$ cat src/rtl/button_step_encoder.sv
// Two-button step encoder: synchronizes and debounces up/down buttons, then emits
// one-cycle step strobes with hold-to-repeat and a both-pressed lockout.
module button_step_encoder #(
    parameter int DEBOUNCE_CYCLES = 500000,
    parameter int REPEAT_DELAY    = 25000000,
    parameter int REPEAT_PERIOD   = 10000000
) (
    input  logic clk,
    input  logic reset,
    input  logic btn_up_raw,
    input  logic btn_down_raw,
    output logic up,
    output logic down,
    output logic enable
);

    localparam int CW = $clog2(DEBOUNCE_CYCLES + 1);
    localparam logic [CW-1:0] DEB_LIMIT   = CW'(DEBOUNCE_CYCLES);
    localparam logic [27:0]   DELAY_LOAD  = 28'(REPEAT_DELAY - 1);
    localparam logic [27:0]   PERIOD_LOAD = 28'(REPEAT_PERIOD - 1);

    typedef enum logic [1:0] {IDLE, DELAY, REPEAT, LOCK} state_t;

    // Index 0 is the up button, index 1 the down button.
    logic [1:0]    sync1;
    logic [1:0]    sync2;
    logic [1:0]    level;
    logic [CW-1:0] deb_cnt [2];

    state_t      state;
    state_t      next_state;
    logic [27:0] timer;
    logic [27:0] timer_next;
    logic        active;
    logic        active_next;
    logic        fire;
    logic        up_next;
    logic        down_next;
    logic        active_lvl;
    logic        other_lvl;

    always_ff @(posedge clk) begin
        if (reset) begin
            sync1 <= 2'b00;
            sync2 <= 2'b00;
        end else begin
            sync1 <= {btn_down_raw, btn_up_raw};
            sync2 <= sync1;
        end
    end

    // A level change is accepted once the counter has already reached the limit
    // and the sample still disagrees, so the counter never exceeds DEBOUNCE_CYCLES.
    always_ff @(posedge clk) begin
        if (reset) begin
            level      <= 2'b00;
            deb_cnt[0] <= '0;
            deb_cnt[1] <= '0;
        end else begin
            for (int i = 0; i < 2; i++) begin
                if (sync2[i] == level[i]) begin
                    deb_cnt[i] <= '0;
                end else if (deb_cnt[i] == DEB_LIMIT) begin
                    level[i]   <= sync2[i];
                    deb_cnt[i] <= '0;
                end else begin
                    deb_cnt[i] <= deb_cnt[i] + 1'b1;
                end
            end
        end
    end

    assign active_lvl = active ? level[1] : level[0];
    assign other_lvl  = active ? level[0] : level[1];

    always_ff @(posedge clk) begin
        if (reset) begin
            state  <= IDLE;
            timer  <= '0;
            active <= 1'b0;
            up     <= 1'b0;
            down   <= 1'b0;
            enable <= 1'b0;
        end else begin
            state  <= next_state;
            timer  <= timer_next;
            active <= active_next;
            up     <= up_next;
            down   <= down_next;
            enable <= up_next | down_next;
        end
    end

    // Release and lockout are tested before timer expiry so they win a tie.
    always_comb begin
        next_state  = state;
        timer_next  = timer;
        active_next = active;
        fire        = 1'b0;
        case (state)
            IDLE: begin
                if (level[0] && level[1]) begin
                    next_state = LOCK;
                end else if (level[0] || level[1]) begin
                    next_state  = DELAY;
                    active_next = level[1];
                    timer_next  = DELAY_LOAD;
                    fire        = 1'b1;
                end
            end
            DELAY, REPEAT: begin
                if (!active_lvl) begin
                    next_state = IDLE;
                end else if (other_lvl) begin
                    next_state = LOCK;
                end else if (timer == 28'd0) begin
                    next_state = REPEAT;
                    timer_next = PERIOD_LOAD;
                    fire       = 1'b1;
                end else begin
                    timer_next = timer - 28'd1;
                end
            end
            LOCK: begin
                if (!level[0] && !level[1]) begin
                    next_state = IDLE;
                end
            end
            default: next_state = IDLE;
        endcase
    end

    always_comb begin
        up_next   = fire && !active_next;
        down_next = fire && active_next;
    end

endmodule

$ cat config.mk
export PLATFORM = sky130hd
export DESIGN_NAME = button_step_encoder
export DESIGN_NICKNAME = d
export VERILOG_FILES = /design/src/rtl/button_step_encoder.sv
export SDC_FILE = /design/constraint.sdc
export NUM_CORES = 1
export LEC_CHECK = 0
export CAP_MARGIN = 0
export CORE_ASPECT_RATIO = 0.6
export CORE_MARGIN = 4
export CORE_UTILIZATION = 57
export CTS_CLUSTER_DIAMETER = 150
export DETAILED_ROUTE_END_ITERATION = 7
export PLACE_DENSITY = 0.82
export SYNTH_ARGS = -nofsm -noshare
export SYNTH_HDL_FRONTEND = slang
export SYNTH_SLANG_ARGS = --single-unit
$ cat constraint.sdc
create_clock -name clk -period 2.1 [get_ports clk]
set_input_delay 0.63 -clock clk [delete_from_list [all_inputs] [get_ports clk]]
set_output_delay 0.63 -clock clk [all_outputs]
set_load 0.005 [all_outputs]
==> results.json, run 1 <==
{
  "p_seq_frac": 0.461,
  "synth_top_family_by_area": "simple AND/OR/NAND/NOR gates",
  "fin_crit_ns": 2.25,
  "synth_xor_area_frac": 0.0711,
  "gp_congestion": 0.994,
  "netlist_instances": 487,
  "layout.nets": 598,
  "yosysWarnings": 0,
  "hold_violations": 0,
  "die_width_um": 122,
  "worstSetupStartpoint": "timer[19]",
  "cp.required_ns": 2.37,
  "synth_top_area_share": 0.257,
  "pwr-share-comb": 0.110,
  "cts_root_buf": "clkbuf_16",
  "synth_compound_area_frac": 0.142,
  "irDropWorstVdd_v": 0.000541,
  "synth-main-ff-cell": "dfxtp_1",
  "synth_edf_count": 38,
  "min_path_type": "reg -> reg",
  "synthSimpleGateAreaFrac": 0.268,
  "seq_area_um2": 1950,
  "viasPerCell": 6.07,
  "vias": 4192,
  "avgSynthCellArea_um2": 9.11,
  "cp-start-kind": "flip-flop",
  "layout_commonest_cell": "nor2_1",
  "p_clk_frac": 0.428,
  "synthAdderAreaFrac": 0.0339,
  "multi_input_area_um2": 2630,
  "setup_slack_ns": -0.148,
  "drv_slew": 0,
  "p_per_area_nw_per_um2": 643,
  "dp_slack_ns": -0.0817,
  "diodes": 0,
  "layout_common_cells": "nor2_1, buf_4, edfxtp_1, conb_1, dfxtp_1",
  "synthTopCellsByArea": "edfxtp_1, dfxtp_1, nor2_1",
  "clock_sinks": 78,
  "portBuffers": 6,
  "cp.arrival_ns": 2.52,
  "ios": 7,
  "violations": "negative setup slack",
  "drt_pre_antenna_iters": 5,
  "core-area_um2": 7420,
  "clk_transition_reported_paths_ns": 0.06,
  "placed_cells": 671,
  "clock.fmax_mhz": 445,
  "die-area_um2": 9300,
  "cts-buffers-inserted": 9,
  "layout.cells.non_filler": 691,
  "overflow": 0,
  "grt_pass1_wl_um": 19000,
  "antenna_left": 0,
  "worstSetupEndpointType": "flip-flop",
  "drc_errors": 0,
  "max-clock-path-buffers": 2,
  "cts_tree": "yes",
  "synth.area.mux_share": 0.00677,
  "syn2layout_area_growth_pct": 28.4,
  "die_y_um": 76.3,
  "nFillCells": 471,
  "min_from": "sync1[1]",
  "run_status": "complete, but fails checks",
  "ys_ff_latch": 78,
  "netSwitchingFraction": 0.241,
  "final_core_util": 0.768,
  "yosysTopAreaCell": "edfxtp_1",
  "synth_area_um2": 4440,
  "timing.rr.start": "timer[19]",
  "p_int_mw": 2.78,
  "yosysSeqAreaShare": 0.438,
  "drt-total-wl_um": 11800,
  "htreeDepth": 3,
  "path_class": "reg -> reg",
  "antenna_found_initial": 0,
  "fin_crit_sh": 1.07,
  "wl_per_cell_um": 17.1,
  "drive_above_1_share": 0.215,
  "rows": 24,
  "cp_max_fo": 9,
  "setup_viol": 19,
  "rsz0062_at_grt": "yes",
  "dr.first_iter.drc_count": 512,
  "synth_cell_type_count": 65,
  "ys_async_sr_fraction": 0,
  "track_usage": 0.254,
  "grt_pass1_vias": 3865,
  "dp_hpwl_um": 7900,
  "p_leak_nw": 2.17,
  "grt_max_degree": 20,
  "start_util": 0.598,
  "maxCapViolCount": 0,
  "clk_latency_ns": 0.34,
  "switchingPower_mw": 0.883,
  "clock_skew_ns": 0.00918
}
-- registers in the layout, indices dropped and copies added (netlist names) --
signal   count
deb_cnt     38
timer       28
level        2
state        2
sync1        2
sync2        2
active       1
down         1
enable       1
up           1
-- power groups by stage --
stage | Combinational, mW | Clock (mW) | Sequential (mW)
2_1_floorplan | 0.225 | 0 | 1.71
3_5_place_dp | 0.333 | 0 | 1.72
3_3_place_gp | 0.328 | 0 | 1.71
4_1_cts | 0.347 | 1.59 | 1.69
5_1_grt | 0.432 | 1.66 | 1.69
6_report | 0.403 | 1.57 | 1.69
-- cells by family (layout without fill, tap and decap cells) --
kind of cell	after synthesis	in the layout
AND/OR/NAND/NOR	225	225
other	1	38
multiplexers	3	3
adder cells (fa/ha/maj)	12	12
AO/OA/AOI/OAI	90	90
buffers and inverters	42	105
flip-flops	78	78
XOR/XNOR	36	36
-- cell type report --
| cell class | instances | area share |
|---|---|---|
| clock buffer | 11 | 0.0426 |
| sequential | 78 | 0.342 |
| inverter | 18 | 0.0119 |
| tap | 104 | 0.0229 |
| multi-input combinational | 404 | 0.463 |
| timing repair buffer | 71 | 0.108 |
| clock inverter | 5 | 0.0103 |
-- per-stage QoR --
step	total power [mW]	TNS (ns)	hold slack [ns]	area [um2]
2_1_floorplan	1.93	-0.281	0.414	4650
3_3_place_gp	2.04	-0.242	0.417	5200
3_5_place_dp	2.05	-0.485	0.438	5200
4_1_cts	3.62	-0.661	0.448	5550
5_1_grt	3.79	-3.64	0.464	5690
6_report	3.66	-1.36	0.446	5690
-- cells in the mapped netlist, types with 4 or more instances --
master and count:
or2_2 6, xnor2_1 12, nand2_1 24, and2_1 4, a21oi_1 17, clkbuf_1 21, or3_1 7, o31ai_1 6
and3_1 4, edfxtp_1 38, nor2_1 76, ha_1 12, dfxtp_1 40, a211oi_1 9, nand3_1 18, a31oi_1 9
nor3_1 22, nand4_1 14, nor4_1 9, o21ai_0 14, nor2b_1 7, nor4b_1 6, inv_1 18, or4_1 5
xor2_1 24, and4_1 4
-- metal layers --
metal  wire length, um  GRT usage  share of wire  vias to the layer above
li1                  -          -              -                     1953
met1              5230      0.362           0.44                     1956
met2              5050      0.361           0.43                      256
met3              1330     0.0950           0.11                       27
met4               193     0.0716          0.016                        0
met5                 0          0              0                        -
-- what timing repair did --
item / 4_1_cts / 5_1_grt
setup endpoints to repair: 29 / 53
hold buffers: 0 / 0
setup buffers: 0 / 4
resized for setup: 11 / 22
pin swaps: 2 / 9
-- path summary, 6_finish.rpt --
check	cells past startpoint	slack, ns	to
setup / recovery	6	-0.15	timer[10]
hold / removal	1	0.45	sync2[1]
setup reg to reg	6	-0.15	timer[10]
hold reg to reg	1	0.45	sync2[1]
-- worst max-delay path, stage by stage (launching register included) --
cell and delay (ns):
dfxtp_2 0.32, or4_4 0.54, or3_4 0.45, or3_4 0.37, buf_8 0.15, a21o_2 0.19
a21oi_2 0.14
(Power assumes the default switching activity.)
==> inputs of run 2 (changes only) <==
Settings changed: ABC_CLOCK_PERIOD_IN_PS from default to 2800, CORE_UTILIZATION 57 to 60.
Clock period 2.1 ns to 2.8 ns, I/O delays scaled along.
==> results.json, run 2 (synthesized netlist as in run 1, its figures left out) <==
{
  "setup_tns_ns": 0,
  "hold_violations": 0,
  "wl_met1_um": 4940,
  "nFillCells": 522,
  "setup_slack_ns": 0.265,
  "cp.arrival_ns": 2.78,
  "layout_common_cells": "nor2_1, dfxtp_1, edfxtp_1, conb_1",
  "max_stage_delay_ns": 0.47,
  "worstPathBufferInverterCount": 1,
  "cts-hold-fix-buffers": 0,
  "cts_tree": "yes",
  "start_util": 0.640,
  "power.total_mw": 2.69,
  "gp_congestion": 0.885,
  "cp_cell_sequence": "inv_1, ha_1, nor3b_1, and2_1, or2_2, o21ai_0, a221oi_1",
  "grt_pass1_wl_um": 17400,
  "grt_max_degree": 22,
  "run_status": "finished clean",
  "clock_skew_ns": 0.00728,
  "worstSetupStartpoint": "level[0]",
  "core-area_um2": 6940,
  "layout_commonest_cell": "nor2_1",
  "r2r_end": "timer[16]",
  "drv_slew": 0,
  "layout.cells.non_filler": 635,
  "slowest_stage": "dfxtp_1",
  "maxCapViolCount": 0,
  "tightest_slew_ns": 0.750,
  "dp_slack_ns": 0.291,
  "clk_latency_ns": 0.34,
  "diodes": 0,
  "antenna_left": 0,
  "cp.required_ns": 3.05,
  "p_leak_nw": 1.86,
  "drive_above_1_share": 0.0841,
  "overflow": 0,
  "wl_met2_um": 4180,
  "placed_cells": 619,
  "syn2layout_area_growth_pct": 13.9,
  "drt_pre_antenna_iters": 6,
  "min_path_type": "reg -> reg",
  "htreeDepth": 3,
  "dp_hpwl_um": 7240,
  "slew_headroom": 0.496,
  "drt-total-wl_um": 10300,
  "die_width_um": 119,
  "rrSetupSlack_ns": 0.26,
  "clk_transition_reported_paths_ns": 0.06,
  "ios": 7,
  "drc_errors": 0,
  "rsz0062_at_grt": "no",
  "top_layer_used": "met4",
  "fin_crit_ns": 2.54,
  "clock.fmax_mhz": 394,
  "path_class": "reg -> reg",
  "die-area_um2": 8880,
  "clock_sinks": 78,
  "critical-path-top-delay-family": "simple AND/OR/NAND/NOR gates",
  "top_register": "deb_cnt",
  "cts-buffers-inserted": 9,
  "max-clock-path-buffers": 2,
  "fin_crit_sh": 0.905,
  "viasPerCell": 6.06,
  "dr.first_iter.drc_count": 564,
  "timing.rr.start": "level[0]",
  "p_per_area_nw_per_um2": 532,
  "endpoint": "timer[16]",
  "final_core_util": 0.729,
  "portBuffers": 6,
  "vias": 3851,
  "largest_register_ffs": 38,
  "grt_pass1_vias": 3478,
  "rr_worst_depth": 7,
  "multi_input_area_um2": 2460,
  "die_y_um": 74.6,
  "cp_max_fo": 16,
  "seq_area_um2": 1940,
  "cp-start-kind": "flip-flop",
  "rows": 23,
  "setup_viol": 0,
  "layout.nets": 546,
  "irDropWorstVdd_v": 0.000386,
  "antenna_found_initial": 0,
  "wl_per_cell_um": 16.2,
  "top_regs": "deb_cnt x38, timer x28",
  "worstSetupEndpointType": "flip-flop",
  "path_depth": 7,
  "cts_root_buf": "clkbuf_16",
  "wl_met3_um": 1060,
  "track_usage": 0.250
}
[run 2: cell count changes in the layout (fill, tap and decap cells not counted), sizes merged]
cell / delta
buf: -52
clkbuf: +2
clkinv: -1
clkinvlp: -1
[run 2: cell type report]
| class | instances | share of cell area |
|---|---|---|
| multi-input cells | 404 | 0.487 |
| clock inverters | 3 | 0.00842 |
| clock buffers | 13 | 0.0515 |
| well taps | 100 | 0.0248 |
| repair buffers | 19 | 0.0312 |
| flip-flops and latches | 78 | 0.384 |
| inverters | 18 | 0.0134 |
[run 2: through the flow]
step | cell area, um2 | hold WS, ns
final | 5050 | 0.457
after global routing | 5050 | 0.464
after CTS | 5050 | 0.454
after detailed placement | 4750 | 0.444
after global placement | 4750 | 0.437
after floorplan | 4570 | 0.414
[run 2: how the worst min path moves through the flow]
stage              from        to  slack (ns)  cells after the start
4_1_cts        sync1[0]  sync2[0]        0.45                      1
3_3_place_gp   sync1[0]  sync2[0]        0.44                      1
2_1_floorplan  sync1[0]  sync2[0]        0.41                      1
6_report       sync1[0]  sync2[0]        0.46                      1
5_1_grt        sync1[0]  sync2[0]        0.46                      1
3_5_place_dp   sync1[0]  sync2[0]        0.44                      1
[run 2: what timing repair did]
| action | in CTS | in global routing |
|---|---|---|
| gates resized for setup | 0 | 1 |
| setup endpoints to repair | 0 | 1 |
| buffers inserted | 0 | 0 |
[run 2: report_power, final]
group | total (mW) | switching (mW) | internal [mW]
combinational | 0.231 | 0.147 | 0.0842
sequential | 1.27 | 0.0380 | 1.23
clock | 1.19 | 0.452 | 0.738
[run 2: routing by layer]
layer | vias up | GRT usage
li1 | 1847 | -
met1 | 1792 | 0.368
met2 | 195 | 0.364
met3 | 17 | 0.0600
met4 | 0 | 0.0809
met5 | - | 0
==> inputs of run 3 (changes only) <==
Settings changed: CORE_MARGIN 4 to 3.
==> results.json, run 3 (synthesized netlist as in run 1, its figures left out) <==
{
  "start_util": 0.642,
  "rsz0062_at_grt": "no",
  "cp-start-kind": "flip-flop",
  "vias": 3833,
  "htreeDepth": 3,
  "core-area_um2": 6910,
  "nFillCells": 507,
  "setup_viol": 0,
  "grt_max_degree": 21,
  "multi_input_area_um2": 2460,
  "cts_setup_buffers": 0,
  "antenna_left": 0,
  "die-area_um2": 8490,
  "p_leak_nw": 1.87,
  "clock.fmax_mhz": 389,
  "die_y_um": 72.6,
  "worstSetupEndpointType": "flip-flop",
  "rr_worst_depth": 7,
  "diodes": 0,
  "cts-hold-fix-buffers": 0,
  "layout_common_cells": "nor2_1, dfxtp_1, edfxtp_1, conb_1",
  "cts_tree": "yes",
  "track_usage": 0.257,
  "drive_above_1_share": 0.0840,
  "clk_transition_reported_paths_ns": 0.06,
  "die_width_um": 117,
  "drv_slew": 0,
  "dp_hpwl_um": 7200,
  "layout.nets": 547,
  "cp.arrival_ns": 2.82,
  "portBuffers": 6,
  "slew_headroom": 0.564,
  "min_from": "sync1[0]",
  "top_regs": "deb_cnt x38, timer x28",
  "hold_violations": 0,
  "clock_skew_ns": 0.00671,
  "rows": 23,
  "clock_sinks": 78,
  "grt_pass1_wl_um": 16800,
  "grt_pass1_vias": 3430,
  "viasPerCell": 6.15,
  "largest_register_ffs": 38,
  "path_class": "reg -> reg",
  "seq_area_um2": 1940,
  "cts-buffers-inserted": 9,
  "timing.rr.start": "level[1]",
  "tightest_slew_ns": 0.655,
  "fin_crit_sh": 0.918,
  "fin_hold_ws_ns": 0.442,
  "wl_per_cell_um": 16.0,
  "antenna_found_initial": 0,
  "dr.first_iter.drc_count": 460,
  "ios": 7,
  "p_per_area_nw_per_um2": 525,
  "top_register": "deb_cnt",
  "fin_crit_ns": 2.57,
  "max-clock-path-buffers": 2,
  "cts_root_buf": "clkbuf_16",
  "syn2layout_area_growth_pct": 13.5,
  "irDropWorstVdd_v": 0.000407,
  "worstSetupStartpoint": "level[1]",
  "gp_congestion": 0.889,
  "drt_pre_antenna_iters": 5,
  "layout_commonest_cell": "nor2_1",
  "hold_depth": 1,
  "maxCapViolCount": 0,
  "clk_latency_ns": 0.34,
  "cts_resized": 0,
  "setup_tns_ns": 0,
  "cp_max_fo": 16,
  "run_status": "finished clean",
  "drt-total-wl_um": 10000,
  "min_path_type": "reg -> reg",
  "drc_errors": 0,
  "cp.required_ns": 3.05,
  "overflow": 0
}
==> run 3: cell count changes in the layout (fill, tap and decap cells not counted), sizes merged <==
cell    change
buf         +1
clkbuf      -1
clkinv      +1
==> run 3: per-layer routing <==
layer / global-route usage / vias to the layer above / part of all wire
li1: - / 1846 / -
met1: 0.384 / 1781 / 0.48
met2: 0.345 / 188 / 0.40
met3: 0.0920 / 18 / 0.11
met4: 0.0840 / 0 / 0.017
met5: 0 / - / 0
==> run 3: power by group <==
part	internal, mW	switching, mW	total [mW]	leakage, nW
sequential	1.23	0.0364	1.27	0.715
combinational	0.0836	0.135	0.218	1.01
clock	0.711	0.446	1.16	0.143
==> run 3: worst max-delay path, stage by stage (launching register included) <==
cell	delay, ns
dfxtp_1	0.51
inv_1	0.11
ha_1	0.22
nor3b_1	0.47
and2_1	0.32
or2_2	0.38
o21ai_0	0.15
a221oi_1	0.31
==> run 3: metrics by stage <==
step / area (um2) / std cells / power [mW] / setup slack [ns] / util
4_1_cts: 5030 / 623 / 2.66 / 0.281 / 0.729
5_1_grt: 5030 / 623 / 2.74 / 0.0450 / 0.729
3_3_place_gp: 4740 / 607 / 1.49 / 0.359 / 0.686
6_report: 5030 / 623 / 2.64 / 0.230 / 0.729
2_1_floorplan: 4570 / 524 / 1.43 / 0.509 / -
3_5_place_dp: 4740 / 607 / 1.50 / 0.298 / 0.686
==> run 3: final timing paths <==
kind | endpoint | slack (ns)
min reg2reg | sync2[0] | 0.44
max | timer[16] | 0.23
min | sync2[0] | 0.44
max reg2reg | timer[16] | 0.23
==> run 3: layout make-up <==
| cell class | instances | area share |
|---|---|---|
| flip-flops and latches | 78 | 0.386 |
| multi-input cells | 404 | 0.488 |
| clock buffers | 12 | 0.0490 |
| well taps | 87 | 0.0216 |
| inverters | 18 | 0.0134 |
| repair buffers | 20 | 0.0328 |
| clock inverters | 4 | 0.00945 |
